### src/rtl/ternary_word_alu.sv
// ---------------------------------------------------------------------------
// ternary_word_alu
//   Ternary ALU for WIDTH-trit words. Trits are 2-bit codes (00=0, 01=1,
//   10=2, 11=invalid); trit i sits at bits [2i+1:2i], trit 0 is the LSB.
//   Per-trit ops (MIN/MAX/ANY/CONS/NEG) finish in one edge. ADD is a serial
//   base-3 adder that handles STEP trits per cycle, LSB chunk first.
//   Only one transaction is in flight at a time.
//
//   Optional build macro: TERNARY_INVCHK_EN
//     defined   - any 11 trit in a used operand gives err=1, result=0
//     undefined - code 11 is read as 2 and err flags reserved opcodes only
//
// Ports
//   clk, rst_n           clock (rising edge), asynchronous active-low reset
//   in_valid / in_ready  operand handshake; in_ready is high only in IDLE
//   op[2:0]              000 MIN, 001 MAX, 010 ANY, 011 CONS, 100 ADD,
//                        101 NEG, 11x reserved
//   a, b [2*WIDTH-1:0]   operands (b is ignored by NEG)
//   out_valid/out_ready  result handshake
//   result               result word
//   carry_out            final ADD carry, 0 for other ops
//   err                  reserved opcode or invalid trit
// ---------------------------------------------------------------------------
`timescale 1ns/1ps
module ternary_word_alu #(
  parameter int WIDTH = 8,
  parameter int STEP  = 2
) (
  input  logic               clk,
  input  logic               rst_n,
  input  logic               in_valid,
  output logic               in_ready,
  input  logic [2:0]         op,
  input  logic [2*WIDTH-1:0] a,
  input  logic [2*WIDTH-1:0] b,
  output logic               out_valid,
  input  logic               out_ready,
  output logic [2*WIDTH-1:0] result,
  output logic               carry_out,
  output logic               err
);

  if (WIDTH < 1 || STEP < 1 || (WIDTH % STEP) != 0) begin : g_bad_cfg
    $error("ternary_word_alu: WIDTH must be a positive multiple of STEP");
  end

  localparam int NCH = WIDTH / STEP;
  localparam int CW  = (NCH > 1) ? $clog2(NCH) : 1;
  localparam logic [CW-1:0] LAST = CW'(NCH - 1);

  localparam logic [2:0] OP_MIN  = 3'b000;
  localparam logic [2:0] OP_MAX  = 3'b001;
  localparam logic [2:0] OP_ANY  = 3'b010;
  localparam logic [2:0] OP_CONS = 3'b011;
  localparam logic [2:0] OP_ADD  = 3'b100;
  localparam logic [2:0] OP_NEG  = 3'b101;

  typedef enum logic [1:0] {S_IDLE, S_ADD_RUN, S_DONE} state_e;

  state_e               state_q, state_d;
  logic [2*WIDTH-1:0]   a_q, a_d, b_q, b_d, sum_q, sum_d, res_q, res_d;
  logic                 carry_q, carry_d, cout_q, cout_d, err_q, err_d;
  logic [CW-1:0]        cnt_q, cnt_d;
  logic                 rsv, inv;
  logic [2*STEP:0]      chunk;
  logic [2*WIDTH-1:0]   sum_nx;

  function automatic logic [1:0] fix_trit(input logic [1:0] t);
    return (t == 2'b11) ? 2'b10 : t;
  endfunction

  function automatic logic [2*WIDTH-1:0] fix_word(input logic [2*WIDTH-1:0] w);
    logic [2*WIDTH-1:0] r;
    r = '0;
    for (int i = 0; i < WIDTH; i++) r[2*i+:2] = fix_trit(w[2*i+:2]);
    return r;
  endfunction

`ifdef TERNARY_INVCHK_EN
  function automatic logic has_inv(input logic [2*WIDTH-1:0] w);
    logic f;
    f = 1'b0;
    for (int i = 0; i < WIDTH; i++) f = f | (w[2*i+:2] == 2'b11);
    return f;
  endfunction
`endif

  // Inputs are already decoded to 0..2, so plain unsigned compares work.
  function automatic logic [1:0] trit_op(input logic [2:0] o, input logic [1:0] x,
                                         input logic [1:0] y);
    logic [2:0] s;
    logic [1:0] r;
    s = {1'b0, x} + {1'b0, y};
    r = 2'd0;
    case (o)
      OP_MIN:  r = (x < y) ? x : y;
      OP_MAX:  r = (x > y) ? x : y;
      // clamp(x+y-1, 0, 2)
      OP_ANY:  r = (s <= 3'd1) ? 2'd0 : ((s >= 3'd3) ? 2'd2 : 2'd1);
      OP_CONS: r = (x == y) ? x : 2'd1;
      OP_NEG:  r = 2'd2 - x;
      default: r = 2'd0;
    endcase
    return r;
  endfunction

  function automatic logic [2*WIDTH-1:0] word_op(input logic [2:0] o,
                                                 input logic [2*WIDTH-1:0] x,
                                                 input logic [2*WIDTH-1:0] y);
    logic [2*WIDTH-1:0] r;
    r = '0;
    for (int i = 0; i < WIDTH; i++) r[2*i+:2] = trit_op(o, x[2*i+:2], y[2*i+:2]);
    return r;
  endfunction

  // Ripple base-3 add of one STEP-trit chunk; returns {carry, digits}.
  function automatic logic [2*STEP:0] add_chunk(input logic [2*STEP-1:0] x,
                                                input logic [2*STEP-1:0] y,
                                                input logic cin);
    logic             c;
    logic [2:0]       s;
    logic [2*STEP-1:0] d;
    c = cin;
    d = '0;
    for (int i = 0; i < STEP; i++) begin
      s = {1'b0, x[2*i+:2]} + {1'b0, y[2*i+:2]} + {2'b00, c};
      if (s >= 3'd3) begin
        d[2*i+:2] = 2'(s - 3'd3);
        c = 1'b1;
      end else begin
        d[2*i+:2] = s[1:0];
        c = 1'b0;
      end
    end
    return {c, d};
  endfunction

  assign rsv = (op[2:1] == 2'b11);

  always_comb begin
`ifdef TERNARY_INVCHK_EN
    inv = !rsv && (has_inv(a) || ((op != OP_NEG) && has_inv(b)));
`else
    inv = 1'b0;
`endif
  end

  // Operands shift right one chunk per cycle so the adder always reads the
  // low chunk; finished digits enter sum_q from the top, so after NCH
  // chunks sum_q holds the whole word in place.
  assign chunk = add_chunk(a_q[2*STEP-1:0], b_q[2*STEP-1:0], carry_q);

  if (STEP == WIDTH) begin : g_sum_full
    assign sum_nx = chunk[2*STEP-1:0];
  end else begin : g_sum_part
    assign sum_nx = {chunk[2*STEP-1:0], sum_q[2*WIDTH-1:2*STEP]};
  end

  // ---- FSM: state register ----
  always_ff @(posedge clk or negedge rst_n) begin
    if (!rst_n) state_q <= S_IDLE;
    else        state_q <= state_d;
  end

  // ---- FSM: next state ----
  always_comb begin
    state_d = state_q;
    case (state_q)
      S_IDLE:    if (in_valid) state_d = ((op == OP_ADD) && !inv) ? S_ADD_RUN : S_DONE;
      S_ADD_RUN: if (cnt_q == LAST) state_d = S_DONE;
      S_DONE:    if (out_ready) state_d = S_IDLE;
      default:   state_d = S_IDLE;
    endcase
  end

  // ---- FSM: outputs ----
  always_comb begin
    in_ready  = (state_q == S_IDLE);
    out_valid = (state_q == S_DONE);
  end

  // ---- datapath next state ----
  always_comb begin
    a_d     = a_q;
    b_d     = b_q;
    sum_d   = sum_q;
    carry_d = carry_q;
    cnt_d   = cnt_q;
    res_d   = res_q;
    cout_d  = cout_q;
    err_d   = err_q;
    case (state_q)
      S_IDLE: begin
        if (in_valid) begin
          if ((op == OP_ADD) && !inv) begin
            a_d     = fix_word(a);
            b_d     = fix_word(b);
            carry_d = 1'b0;
            cnt_d   = '0;
          end else begin
            res_d  = (rsv || inv) ? '0 : word_op(op, fix_word(a), fix_word(b));
            cout_d = 1'b0;
            err_d  = rsv || inv;
          end
        end
      end
      S_ADD_RUN: begin
        a_d     = a_q >> (2*STEP);
        b_d     = b_q >> (2*STEP);
        sum_d   = sum_nx;
        carry_d = chunk[2*STEP];
        cnt_d   = cnt_q + 1'b1;
        if (cnt_q == LAST) begin
          res_d  = sum_nx;
          cout_d = chunk[2*STEP];
          err_d  = 1'b0;
        end
      end
      default: ;
    endcase
  end

  // ---- datapath registers ----
  always_ff @(posedge clk or negedge rst_n) begin
    if (!rst_n) begin
      a_q     <= '0;
      b_q     <= '0;
      sum_q   <= '0;
      carry_q <= 1'b0;
      cnt_q   <= '0;
      res_q   <= '0;
      cout_q  <= 1'b0;
      err_q   <= 1'b0;
    end else begin
      a_q     <= a_d;
      b_q     <= b_d;
      sum_q   <= sum_d;
      carry_q <= carry_d;
      cnt_q   <= cnt_d;
      res_q   <= res_d;
      cout_q  <= cout_d;
      err_q   <= err_d;
    end
  end

  assign result    = res_q;
  assign carry_out = cout_q;
  assign err       = err_q;

endmodule

### config.mk
export PLATFORM = sky130hd
export DESIGN_NAME = ternary_word_alu
export DESIGN_NICKNAME = d
export VERILOG_FILES = /design/src/rtl/ternary_word_alu.sv
export SDC_FILE = /design/constraint.sdc
export NUM_CORES = 1
export LEC_CHECK = 0
export BUFFER_PORTS_ARGS = -buffer_cell sky130_fd_sc_hd__buf_2
export CORE_UTILIZATION = 35
export CTS_CLUSTER_SIZE = 10
export DETAILED_ROUTE_END_ITERATION = 10
export SKIP_LAST_GASP = 1
export SLEW_MARGIN = 20
export SYNTH_ARGS = -nofsm -noshare
export SYNTH_HDL_FRONTEND = slang
export SYNTH_SLANG_ARGS = --single-unit
export TNS_END_PERCENT = 10
### constraint.sdc
create_clock -name clk -period 5.3 [get_ports clk]
set_input_delay 0 -clock clk [delete_from_list [all_inputs] [get_ports clk]]
set_output_delay 0 -clock clk [all_outputs]
set_load 0.05 [all_outputs]
== Yosys cells after proc, flatten, opt, wreduce, memory -nomap -nowiden ==
Index checks and enable logic that the tools add are counted.

* Reductions and logical operators: 6
* Order comparisons: 34
* Muxes and demuxes: 98
* Eq/ne operators: 38
* Add/sub/neg operators: 23

{| class="wikitable"
|+ Operators by type and width
! kind !! count
|-
| two-way mux 16 bit || 8
|-
| two-way mux 2 bit || 64
|-
| one-hot mux 16 bit (2 select lines) || 3
|-
| one-hot mux 2 bit (5 select lines) || 8
|-
| == test 2 bit (second input constant) || 19
|-
| adder 2 x 2 -> 3 bit || 10
|-
| >= comparator 3 x 2 -> 1 bit (second input constant) || 10
|-
| less-or-equal comparator 3 x 1 -> 1 bit (second input constant) || 8
|-
| == test 2 bit || 8
|-
| greater-than comparator 2 bit || 8
|-
| < comparator 2 bit || 8
|-
| subtractor 2 bit (first input constant) || 8
|-
| two-way mux 1 bit || 10
|-
| adder 3 x 1 -> 3 bit || 2
|-
| == test 3 x 2 -> 1 bit (second input constant) || 2
|-
| == test 3 bit (second input constant) || 2
|-
| != test 2 bit (second input constant) || 3
|-
| one-hot mux 1 bit (2 select lines) || 3
|-
| one-hot mux 2 bit (3 select lines) || 1
|-
| AND reduction 3 bit || 2
|-
| != test 2 x 1 -> 1 bit (second input constant) || 2
|-
| one-hot mux 2 bit (2 select lines) || 1
|-
| AND reduction 4 bit || 1
|-
| subtractor 2 bit (second input constant) || 2
|-
| 6 further kinds || 6
|}

* Register bits: 71
* Input bits: 39
* Output and inout bits: 20

== Depth between registers and ports, before layout ==
Gate-level depths: netlist of run 1.

* Depth in word-level cells: 11
* Gate-level depth with buffers: 13

== Least setup slack after synthesis of run 1 ==
No wires, ideal clock.

* Kind: register -> register
* Start point: reg a_q[0]
* End point: reg res_q[14], in the netlist result[14]
* Stages on the path, launching flop included: 14
* Period minus slack after synthesis: 3452 ps
* Arrival: 3358 ps
* Setup slack: 1848 ps
* Library setup time: 94 ps
* Cells stage by stage: dfrtp_1 fa_1 fa_1 ha_1 a211oi_1 fa_1 inv_1 fa_1 ha_1 nor2_1 nand3_1 a21oi_1 a2111oi_0 a211oi_1

* Longest elaborated chain between the ends: 9
* Elaborated cells on any way between the ends: 10

{| class="wikitable"
|+ RTL lines
! what !! line !! RTL
|-
| from (decl) || 61 || <nowiki>logic [2*WIDTH-1:0] a_q, a_d, b_q, b_d, sum_q, sum_d, res_q, res_d;</nowiki>
|-
| from (signal assigned) || 226 || <nowiki>a_q <= '0;</nowiki>
|-
| from (signal assigned) || 235 || <nowiki>a_q <= a_d;</nowiki>
|-
| adder 2 x 2 -> 3 bit (*) || 126 || <nowiki>s = {1'b0, x[2*i+:2]} + {1'b0, y[2*i+:2]} + {2'b00, c};</nowiki>
|-
| adder 3 x 1 -> 3 bit (*) || 126 ||
|-
| >= comparator 3 x 2 -> 1 bit (*) || 127 || <nowiki>if (s >= 3'd3) begin</nowiki>
|-
| two-way mux 1 bit (*) || 127 ||
|-
| adder 3 x 1 -> 3 bit (*) || 126 ||
|-
| >= comparator 3 x 2 -> 1 bit / subtractor 2 bit (equally long branches) || 127, 128 ||
|-
| two-way mux 2 bit (*) || 127 ||
|-
| two-way mux 16 bit (*) || 213 || <nowiki>if (cnt_q == LAST) begin</nowiki>
|-
| one-hot mux 16 bit (2 select lines) (*) || 192 || <nowiki>case (state_q)</nowiki>
|-
| to (signal assigned) || 240 || <nowiki>res_q <= res_d;</nowiki>
|-
| to (decl) || 61 ||
|}

Mark *: on every way between the ends. The rest lies on a longest branch, timed or not. The select of a mux whose other input is x is not followed.
A chain may end at the register's enable or synchronous reset.

== Worst setup path after layout of run 1 ==
Ends and elaborated chain as after synthesis.

==> flow_summary.ini, run 1 <==
[global_route]
grt_max_degree = 68
overflow = 0
grt_pass1_wl_mm = 25.4
grt_antenna_before_repair = 0
grtUsageTotal_pct = 22.2
grt_pass1_vias = 4858

[synth]
synth.distinct_cells = 61
synth-edff-count = 0
synth.avg_cell_area_um2 = 8.10
synthCells = 643
synth_nets = 731
synth_area_mm2 = 0.00521
synth-seq-area-share_pct = 32.2
synth_top_area_cell = dfrtp_1
yosysWarnings = 0
synthTopCellsByArea = dfrtp_1, ha_1, nand2_1
ys_seq_elements = 67
netlist.area_leader.share_pct = 32.2
synthFlopType = dfrtp_1
async_flop_share_pct = 100

[floorplan]
core_mm2 = 0.0145
ios = 59
start_util_pct = 35.8
row_count = 44
fp.dieH_um = 124
design.die.area_mm2 = 0.0154
die_w_um = 124

[cts]
clk_pin_slew_ps = 50
cts_resized = 0
cts_buffers = 9
h-tree-depth = 3
clockBufferDepth = 2
clk_latency_ps = 340
cts_setup_buffers = 0
cts_hold_buffers = 3
root_buffer = clkbuf_16
cts_tree = done
cts.sinks = 67

[detailed_routing]
first_pass_iters = 5
vias = 4871
drtIter0Drc = 338
routed_via_density = 5.67
drtAntennaViolNets = 0
drc = 0
routedWlPerCell_um = 18.7
wl_mm = 16.1

[placed_design]
gp_congestion = 0.886
portBuffers = 58
dp_hpwl_mm = 11.6

[sta]
finalSetupTns_ps = 0
timing.fmax_mhz = 259
slew_viol_final = 0
clock_skew_ps = 5.92
hold_viol = 0
setup-violations-final = 0
min_period_over_period_pct = 72.8
rsz0062_at_grt = no
tightest_slew_ps = 1090
hold_slack_ps = 22.4
fin_crit_ps = 3860
maxSlewHeadroom_pct = 26.9

[worst_setup_path]
crit_type = register to register
arrival_ps = 4100
critPathMaxStageDelay_ps = 490
cp-end-kind = register
cp_slowest_cell = fa_1
cpMostUsedCell = fa_1
r2r_cells = 13
worstPathCellList = fa_1 > fa_1 > ha_1 > a211oi_1 > fa_1 > inv_1 > fa_1 > ha_1 > nor2_1 > nand3_1 > a21oi_1 > a2111oi_0 > a211oi_1
cp_max_fo = 4
worstSetupStartpointType = register
required_ps = 5540

[final_layout]
syn_to_final_growth_pct = 13.9
nNetsFinal = 758
fillers = 1499
drive_gt1_share_pct = 13.6
antennaDiodeCount = 0

[hold_path]
holdPathStages = 3
hp-class = input pin to register

[flow_run]
max_cap_viol_count = 0

[power_and_ir_drop]
power_density_mw_per_mm2 = 487
leakage_nw = 2.81
vdd_drop_max_mv = 0.210

[outcome]
outcome = completed
## through the flow
step / power [mW] / std cells / setup slack [ps] / util [%] / cell area [um^2]
final: 2.89 / 859 / 1440 / 40.8 / 5930
after detailed placement: 2.18 / 840 / 1460 / 38.2 / 5560
after CTS: 2.88 / 859 / 1440 / 40.8 / 5930
after floorplan: 1.83 / 643 / 1850 / - / 5210
after global routing: 3.08 / 859 / 1190 / 40.8 / 5930
after global placement: 2.12 / 840 / 1610 / 38.2 / 5560
## final timing paths
kind / start / endpoint / slack, ps
setup / recovery: a_q[0]$_DFFE_PN0P_ / result[14]$_DFFE_PN0P_ / 1440
hold / removal: b[12] / b_q[12]$_DFFE_PN0P_ / 20
setup reg to reg: a_q[0]$_DFFE_PN0P_ / result[14]$_DFFE_PN0P_ / 1440
hold reg to reg: err$_DFFE_PN0P_ / err$_DFFE_PN0P_ / 470
max in group asynchronous: rst_n / b_q[5]$_DFFE_PN0P_ / 4340
min in group asynchronous: rst_n / carry_out$_DFFE_PN0P_ / 410
## cells in the mapped netlist, types with 7 or more instances
master    count
mux2i_1      10
nor2_1       51
o21ai_1      17
o21bai_1      7
nand3_1      17
o31ai_1       9
dfrtp_1      67
a22o_1        7
a21oi_1      52
fa_1         12
clkbuf_1     32
nand2_1      96
inv_1        43
ha_1         37
buf_2        11
nor2b_1      16
o21ai_0      37
o22ai_1       7
nand2b_1     20
## placed cells by master (no fill, tap or decap), types with 4 or more instances in the layout
cell type and instances:
mux2i_1 10, a211oi_1 6, a21oi_1 52, a31oi_1 4, o21ai_0 37, o21bai_1 7
dfrtp_1 67, nor2_1 51, ha_1 37, nand2b_1 20, inv_1 43, nand3_1 17
a22oi_1 6, clkbuf_16 9, nand4_1 4, nor2b_1 15, o21ai_1 17, a32oi_1 6
fa_1 12, o31ai_1 9, nand2_1 96, nand4b_1 5, buf_2 58, o22ai_1 7
a22o_1 7, buf_4 5, nor3_1 5
## layout make-up
class | instances | area [um^2] | area share, %
Tap cell | 184 | 230 | 3.88
Multi-Input combinational cell | 483 | 3160 | 53.3
Clock inverter | 5 | 100 | 1.69
Clock buffer | 11 | 243 | 4.09
Inverter | 43 | 161 | 2.72
Sequential cell | 67 | 1680 | 28.3
Timing Repair Buffer | 66 | 358 | 6.03
## state kept, by name, indices dropped and copies added (netlist names)
| name | cells |
|---|---|
| carry_out | 1 |
| sum_q | 12 |
| cnt_q | 2 |
| b_q | 16 |
| carry_q | 1 |
| a_q | 16 |
| result | 16 |
| state_q | 2 |
| err | 1 |
## cells by family (layout without fill, tap and decap cells)
kind of cell / after synthesis / in the layout / synth area share, %
AOI/OAI and AO/OA: 187 / 187 / 23.2
adders and majority gates: 49 / 49 / 13.5
buffers and inverters: 93 / 125 / 7.26
DFF: 67 / 67 / 32.2
muxes: 11 / 11 / 2.14
and+or+nand+nor: 236 / 236 / 21.7
## critical path: cells and delay by family (launching register included)
family | cells | cell delay [ps]
fa+ha+maj | 6 | 2100
buf+inv | 1 | 50
flops | 1 | 400
compound gates | 4 | 900
simple gates | 2 | 330
## power breakdown
group          internal, mW  switching, mW  total (mW)
Clock                 0.471          0.225       0.696
Combinational         0.426          0.864        1.29
Sequential            0.740          0.164       0.904
Total                  1.64           1.25        2.89
## metal layers
| metal | share of wire [%] | global-route usage, % |
|---|---|---|
| met1 | 43 | 27.7 |
| met2 | 47 | 37.4 |
| met3 | 6.3 | 4.95 |
| met4 | 3.4 | 8.56 |
| met5 | 0 | 0 |
Note: power is estimated with default switching activity, not from simulation.
==> run 2: changes to the inputs <==
--- a/config.mk
+++ b/config.mk
@@ -5,6 +5,7 @@
 export SDC_FILE = /design/constraint.sdc
 export NUM_CORES = 1
 export LEC_CHECK = 0
+export ABC_AREA = 1
 export BUFFER_PORTS_ARGS = -buffer_cell sky130_fd_sc_hd__buf_2
 export CORE_UTILIZATION = 35
 export CTS_CLUSTER_SIZE = 10
==> constraint.sdc (replaced) <==
create_clock -name clk -period 4 [get_ports clk]
set_input_delay 0 -clock clk [delete_from_list [all_inputs] [get_ports clk]]
set_output_delay 0 -clock clk [all_outputs]
set_load 0.05 [all_outputs]
==> flow_summary.ini, run 2 <==
[final_layout]
design_area_mm2 = 0.00607
nNetsFinal = 894
layout_commonest_cell = nand2_1
syn_to_final_growth_pct = 13.1
final_cell_mix = nand2_1, inv_1, nand3_1
antennaDiodeCount = 0
drive_gt1_share_pct = 14.1
fin_cells = 995

[power_and_ir_drop]
p_total_mw = 3.90
leakage_nw = 3.30
intPower_mw = 2.13
switching_share_pct = 45.5
p_clk_share_pct = 20.0
seqPwrFrac_pct = 29.8
power_density_mw_per_mm2 = 643
switchingPower_mw = 1.78
vdd_drop_max_mv = 0.287
comb_power_share_pct = 50.2

[cts]
cts_setup_buffers = 0
cts_tree = done
clockBufferDepth = 2
cts_buffers = 9
h-tree-depth = 3
cts_resized = 0
clk_pin_slew_ps = 60
cts.sinks = 67
root_buffer = clkbuf_16
clk_latency_ps = 320

[detailed_routing]
routed_via_density = 4.91
routedWlPerCell_um = 14.3
vias = 4889
drtIter0Drc = 435
drc = 0
first_pass_iters = 5
drtAntennaViolNets = 0
wl_mm = 14.3

[synth]
netlist.area_leader.share_pct = 31.2
ys_seq_elements = 67
synthFlopType = dfrtp_1
synth-compound-area-share_pct = 13.0
synth_common_cells = nand2_1, inv_1, nand3_1, nor2_1, dfrtp_1
synth.distinct_cells = 35
synthMuxAreaShare_pct = 0
synth.avg_cell_area_um2 = 6.99
synth-edff-count = 0
synth-seq-area-share_pct = 31.2
yosysWarnings = 0
synth_top_area_cell = dfrtp_1
synthTopCellsByArea = dfrtp_1, nand2_1, ha_1
async_flop_share_pct = 100
synthCells = 768
synth_nets = 856
synth_xor_area_share_pct = 0
yosysMostFrequentCell = nand2_1
synthAdderAreaFrac_pct = 13.1
synth-simple-area-share_pct = 30.5
synth_area_mm2 = 0.00537
synth_top_family_by_area = simple AND/OR/NAND/NOR gates

[sta]
finalSetupTns_ps = 0
setup-violations-final = 0
min_period_over_period_pct = 92.5
slew_viol_final = 0
maxSlewHeadroom_pct = 45.1
fin_crit_ps = 3700
timing.fmax_mhz = 270
clock_skew_ps = 4.37
rsz0062_at_grt = no
hold_viol = 0
tightest_slew_ps = 821

[floorplan]
design.die.area_mm2 = 0.0158
die_w_um = 126
core_mm2 = 0.0148
fp.dieH_um = 126
row_count = 44
start_util_pct = 36.4
ios = 59

[placed_design]
post_dp_cell_area_mm2 = 0.00571
dp_hpwl_mm = 10.6
dp_cells = 972
portBuffers = 58
gp_congestion = 0.839

[hold_path]
hp-class = input pin to register

[global_route]
grt.busiest_layer = met2
grtUsageTotal_pct = 19.1
met1_usage_pct = 27.2
grt_max_degree = 60
overflow = 0
grt_pass1_wl_mm = 23.8
use_met2_pct = 30.0
use_met3_pct = 3.27
grt_antenna_before_repair = 0
grt_pass1_vias = 4622

[worst_setup_path]
cp_max_fo = 5
crit_type = register to register
worstPathCellList = fa_1 > fa_1 > ha_1 > nor2_1 > o21ai_0 > inv_1 > fa_1 > inv_1 > fa_1 > ha_1 > nor2_1 > nand2_1 > o21ai_0 > nor2_1 > nor2_1 > a21oi_1
cp_slowest_cell = fa_1
required_ps = 4210
critPathMaxStageDelay_ps = 540
arrival_ps = 3910
cp-end-kind = register
worstSetupStartpointType = register

[flow_run]
max_cap_viol_count = 0

[outcome]
outcome = completed
-- run 2: path summary, 6_finish.rpt --
kind | start | endpoint | slack, ps | cells after the start
max in group asynchronous | rst_n | b_q[11]$_DFFE_PN0P_ | 2810 | 3
setup / recovery | a_q[0]$_DFFE_PN0P_ | result[15]$_DFFE_PN0P_ | 300 | 16
hold reg to reg | a_q[12]$_DFFE_PN0P_ | a_q[12]$_DFFE_PN0P_ | 480 | 2
setup reg to reg | a_q[0]$_DFFE_PN0P_ | result[15]$_DFFE_PN0P_ | 300 | 16
hold / removal | a[3] | a_q[3]$_DFFE_PN0P_ | 4 | 3
min in group asynchronous | rst_n | sum_q[7]$_DFFE_PN0P_ | 250 | 2
-- run 2: through the flow --
step                util (%)  hold WS, ps  setup WS [ps]
floorplan                  -         -296            572
global placement        38.7         65.6            411
detailed placement      38.7         75.0            313
CTS                     41.2        0.465            279
global route            41.2         20.3           2.93
finish                  41.2         3.87            299
-- run 2: power groups by stage --
stage / sequential (mW) / clock (mW) / combinational (mW)
CTS: 1.17 / 0.791 / 1.97
floorplan: 1.45 / 0 / 1.24
global placement: 1.17 / 0 / 1.92
finish: 1.16 / 0.782 / 1.96
global route: 1.20 / 0.823 / 2.23
detailed placement: 1.17 / 0 / 1.95
-- run 2: critical path, delay by kind of cell (launching register included) --
kind / cells / cell delay [ps]
simple gates: 5 / 410
buf+inv: 2 / 180
flops: 1 / 410
fa+ha+maj: 6 / 2150
compound gates: 3 / 420
-- run 2: kinds of logic (layout without fill, tap and decap cells) --
logic type	after synthesis	count (layout)
AND/OR/NAND/NOR	376	376
buffers and inverters	158	201
AO/OA/AOI/OAI	118	118
flip-flops	67	67
adder cells (fa/ha/maj)	49	49
-- run 2: what timing repair did --
| item | in CTS | in global routing |
|---|---|---|
| endpoints found under the setup margin | 0 | 0 |
| hold buffers | 7 | 0 |
| hold endpoints to repair | 34 | 0 |
-- run 2: cell type report --
type,instances,area (um^2)
Tap cell,184,230
Multi-Input combinational cell,543,3040
Clock buffer,11,243
Inverter,116,440
Fill cell,1611,8680
Clock inverter,5,52.6
Sequential cell,67,1680
Timing Repair Buffer,69,390
-- run 2: routing by layer --
| metal | vias up | part of all wire (%) |
|---|---|---|
| met4 | 0 | 1.1 |
| met5 | - | 0 |
| met3 | 15 | 4.6 |
| li1 | 2496 | - |
| met2 | 118 | 45 |
| met1 | 2260 | 49 |
==> run 3: changes to the inputs <==
--- a/config.mk
+++ b/config.mk
@@ -5,7 +5,6 @@
 export SDC_FILE = /design/constraint.sdc
 export NUM_CORES = 1
 export LEC_CHECK = 0
-export ABC_AREA = 1
 export BUFFER_PORTS_ARGS = -buffer_cell sky130_fd_sc_hd__buf_2
 export CORE_UTILIZATION = 35
 export CTS_CLUSTER_SIZE = 10
==> flow_summary.ini, run 3 (synthesis gave the netlist of run 1 again) <==
[outcome]
outcome = completed

[power_and_ir_drop]
vdd_drop_max_mv = 0.316
comb_power_share_pct = 47.4
switchingPower_mw = 1.67
power_density_mw_per_mm2 = 623
intPower_mw = 1.99
leakage_nw = 2.77
p_total_mw = 3.66
switching_share_pct = 45.6
seqPwrFrac_pct = 32.9
p_clk_share_pct = 19.7

[worst_setup_path]
r2r_start = a_q[0]$_DFFE_PN0P_
required_ps = 4190
arrival_ps = 4090
worstSetupStartpointType = register
cp_max_fo = 3
cp-end-kind = register
crit_type = register to register
startpoint = a_q[0]$_DFFE_PN0P_

[final_layout]
layout_commonest_cell = nand2_1
final_cell_mix = nand2_1, dfrtp_1, buf_2
syn_to_final_growth_pct = 12.7
antennaDiodeCount = 0
drive_gt1_share_pct = 13.4
nNetsFinal = 757

[floorplan]
row_count = 44
die_w_um = 124
ios = 59
design.die.area_mm2 = 0.0154
core_mm2 = 0.0145
fp.dieH_um = 124
start_util_pct = 35.8

[global_route]
grtUsageTotal_pct = 21.9
grt_pass1_vias = 4725
grt_antenna_before_repair = 0
grt_pass1_wl_mm = 25.1
overflow = 0
grt_max_degree = 68

[cts]
root_buffer = clkbuf_16
h-tree-depth = 3
cts_buffers = 9
cts.sinks = 67
clk_pin_slew_ps = 50
cts_tree = done
clk_latency_ps = 340
clockBufferDepth = 2

[detailed_routing]
wl_mm = 16.0
routedWlPerCell_um = 18.6
first_pass_iters = 6
vias = 4870
drc = 0
drtIter0Drc = 452
drtAntennaViolNets = 0
routed_via_density = 5.68

[placed_design]
gp_congestion = 0.886
portBuffers = 58
dp_hpwl_mm = 11.6

[sta]
tightest_slew_ps = 1070
hold_viol = 0
timing.fmax_mhz = 257
maxSlewHeadroom_pct = 28.3
hold_slack_ps = 21.9
clock_skew_ps = 5.75
fin_crit_ps = 3900
slew_viol_final = 0
setup-violations-final = 0
min_period_over_period_pct = 97.4

[hold_path]
hp-class = input pin to register
hold_start = b[12]

[flow_run]
max_cap_viol_count = 0
==> run 3: cell types whose count changed in the layout (fill, tap and decap cells not counted), moves of 19 or more <==
cell,before,now
inv_1,109,43
nand2b_1,0,20
a21oi_1,20,51
nand3_1,77,17
nor2_1,69,50
nand2_1,197,96
==> run 3: area by class of cell <==
type / instances / area, um^2
Fill cell: 1510 / 8670
Timing Repair Buffer: 65 / 363
Multi-Input combinational cell: 483 / 3170
Sequential cell: 67 / 1680
Inverter: 43 / 161
Clock buffer: 13 / 250
Tap cell: 184 / 230
Clock inverter: 2 / 12.5
==> run 3: power groups by stage <==
| stage | Clock (mW) | Sequential, mW | Combinational [mW] |
|---|---|---|---|
| final | 0.721 | 1.20 | 1.73 |
| after global routing | 0.755 | 1.24 | 1.91 |
| after CTS | 0.729 | 1.20 | 1.69 |
| after detailed placement | 0 | 1.21 | 1.68 |
| after global placement | 0 | 1.20 | 1.62 |
| after floorplan | 0 | 1.39 | 1.03 |
==> run 3: metrics by stage <==
step                      std cells  instance area [um^2]  worst slack (ps)  TNS, ps  utilization [%]
after CTS                       857                  5860              68.7        0             40.3
final                           857                  5870               102        0             40.4
after global placement          839                  5560               292        0             38.3
after detailed placement        839                  5560              90.7        0             38.3
after floorplan                 643                  5210               548        0                -
after global routing            857                  5870             -31.7    -31.7             40.4
==> run 3: path summary, 6_finish.rpt <==
check / cells after the start / slack, ps / to
setup / recovery: 12 / 100 / result[14]$_DFFE_PN0P_
hold / removal: 3 / 20 / b_q[12]$_DFFE_PN0P_
setup reg to reg: 12 / 100 / result[14]$_DFFE_PN0P_
hold reg to reg: 2 / 470 / err$_DFFE_PN0P_
max in group asynchronous: 3 / 2750 / result[7]$_DFFE_PN0P_
min in group asynchronous: 2 / 290 / b_q[0]$_DFFE_PN0P_
==> run 3: routing by layer <==
layer	GRT usage (%)	part of all wire [%]	wire (um)	vias to the layer above
li1	-	-	-	2291
met1	29.3	45	7190	2363
met2	35.3	46	7370	184
met3	2.93	5.3	845	32
met4	9.67	3.4	545	0
met5	0	0	0	-
==> run 3: critical path, cell delays in order (launching register included) <==
cell,delay [ps]
dfrtp_1,390
fa_1,440
fa_1,490
ha_1,230
a211oi_1,310
fa_1,230
inv_1,50
fa_1,460
ha_1,230
o21ai_0,250
a21oi_2,110
a2111oi_0,420
a211oi_1,150
==> run 3: timing repair <==
action                     CTS  global route
setup endpoints to repair    0             1
hold endpoints to repair    35             0
hold buffers                 3             0
setup buffers                0             0
resized for setup            0             2
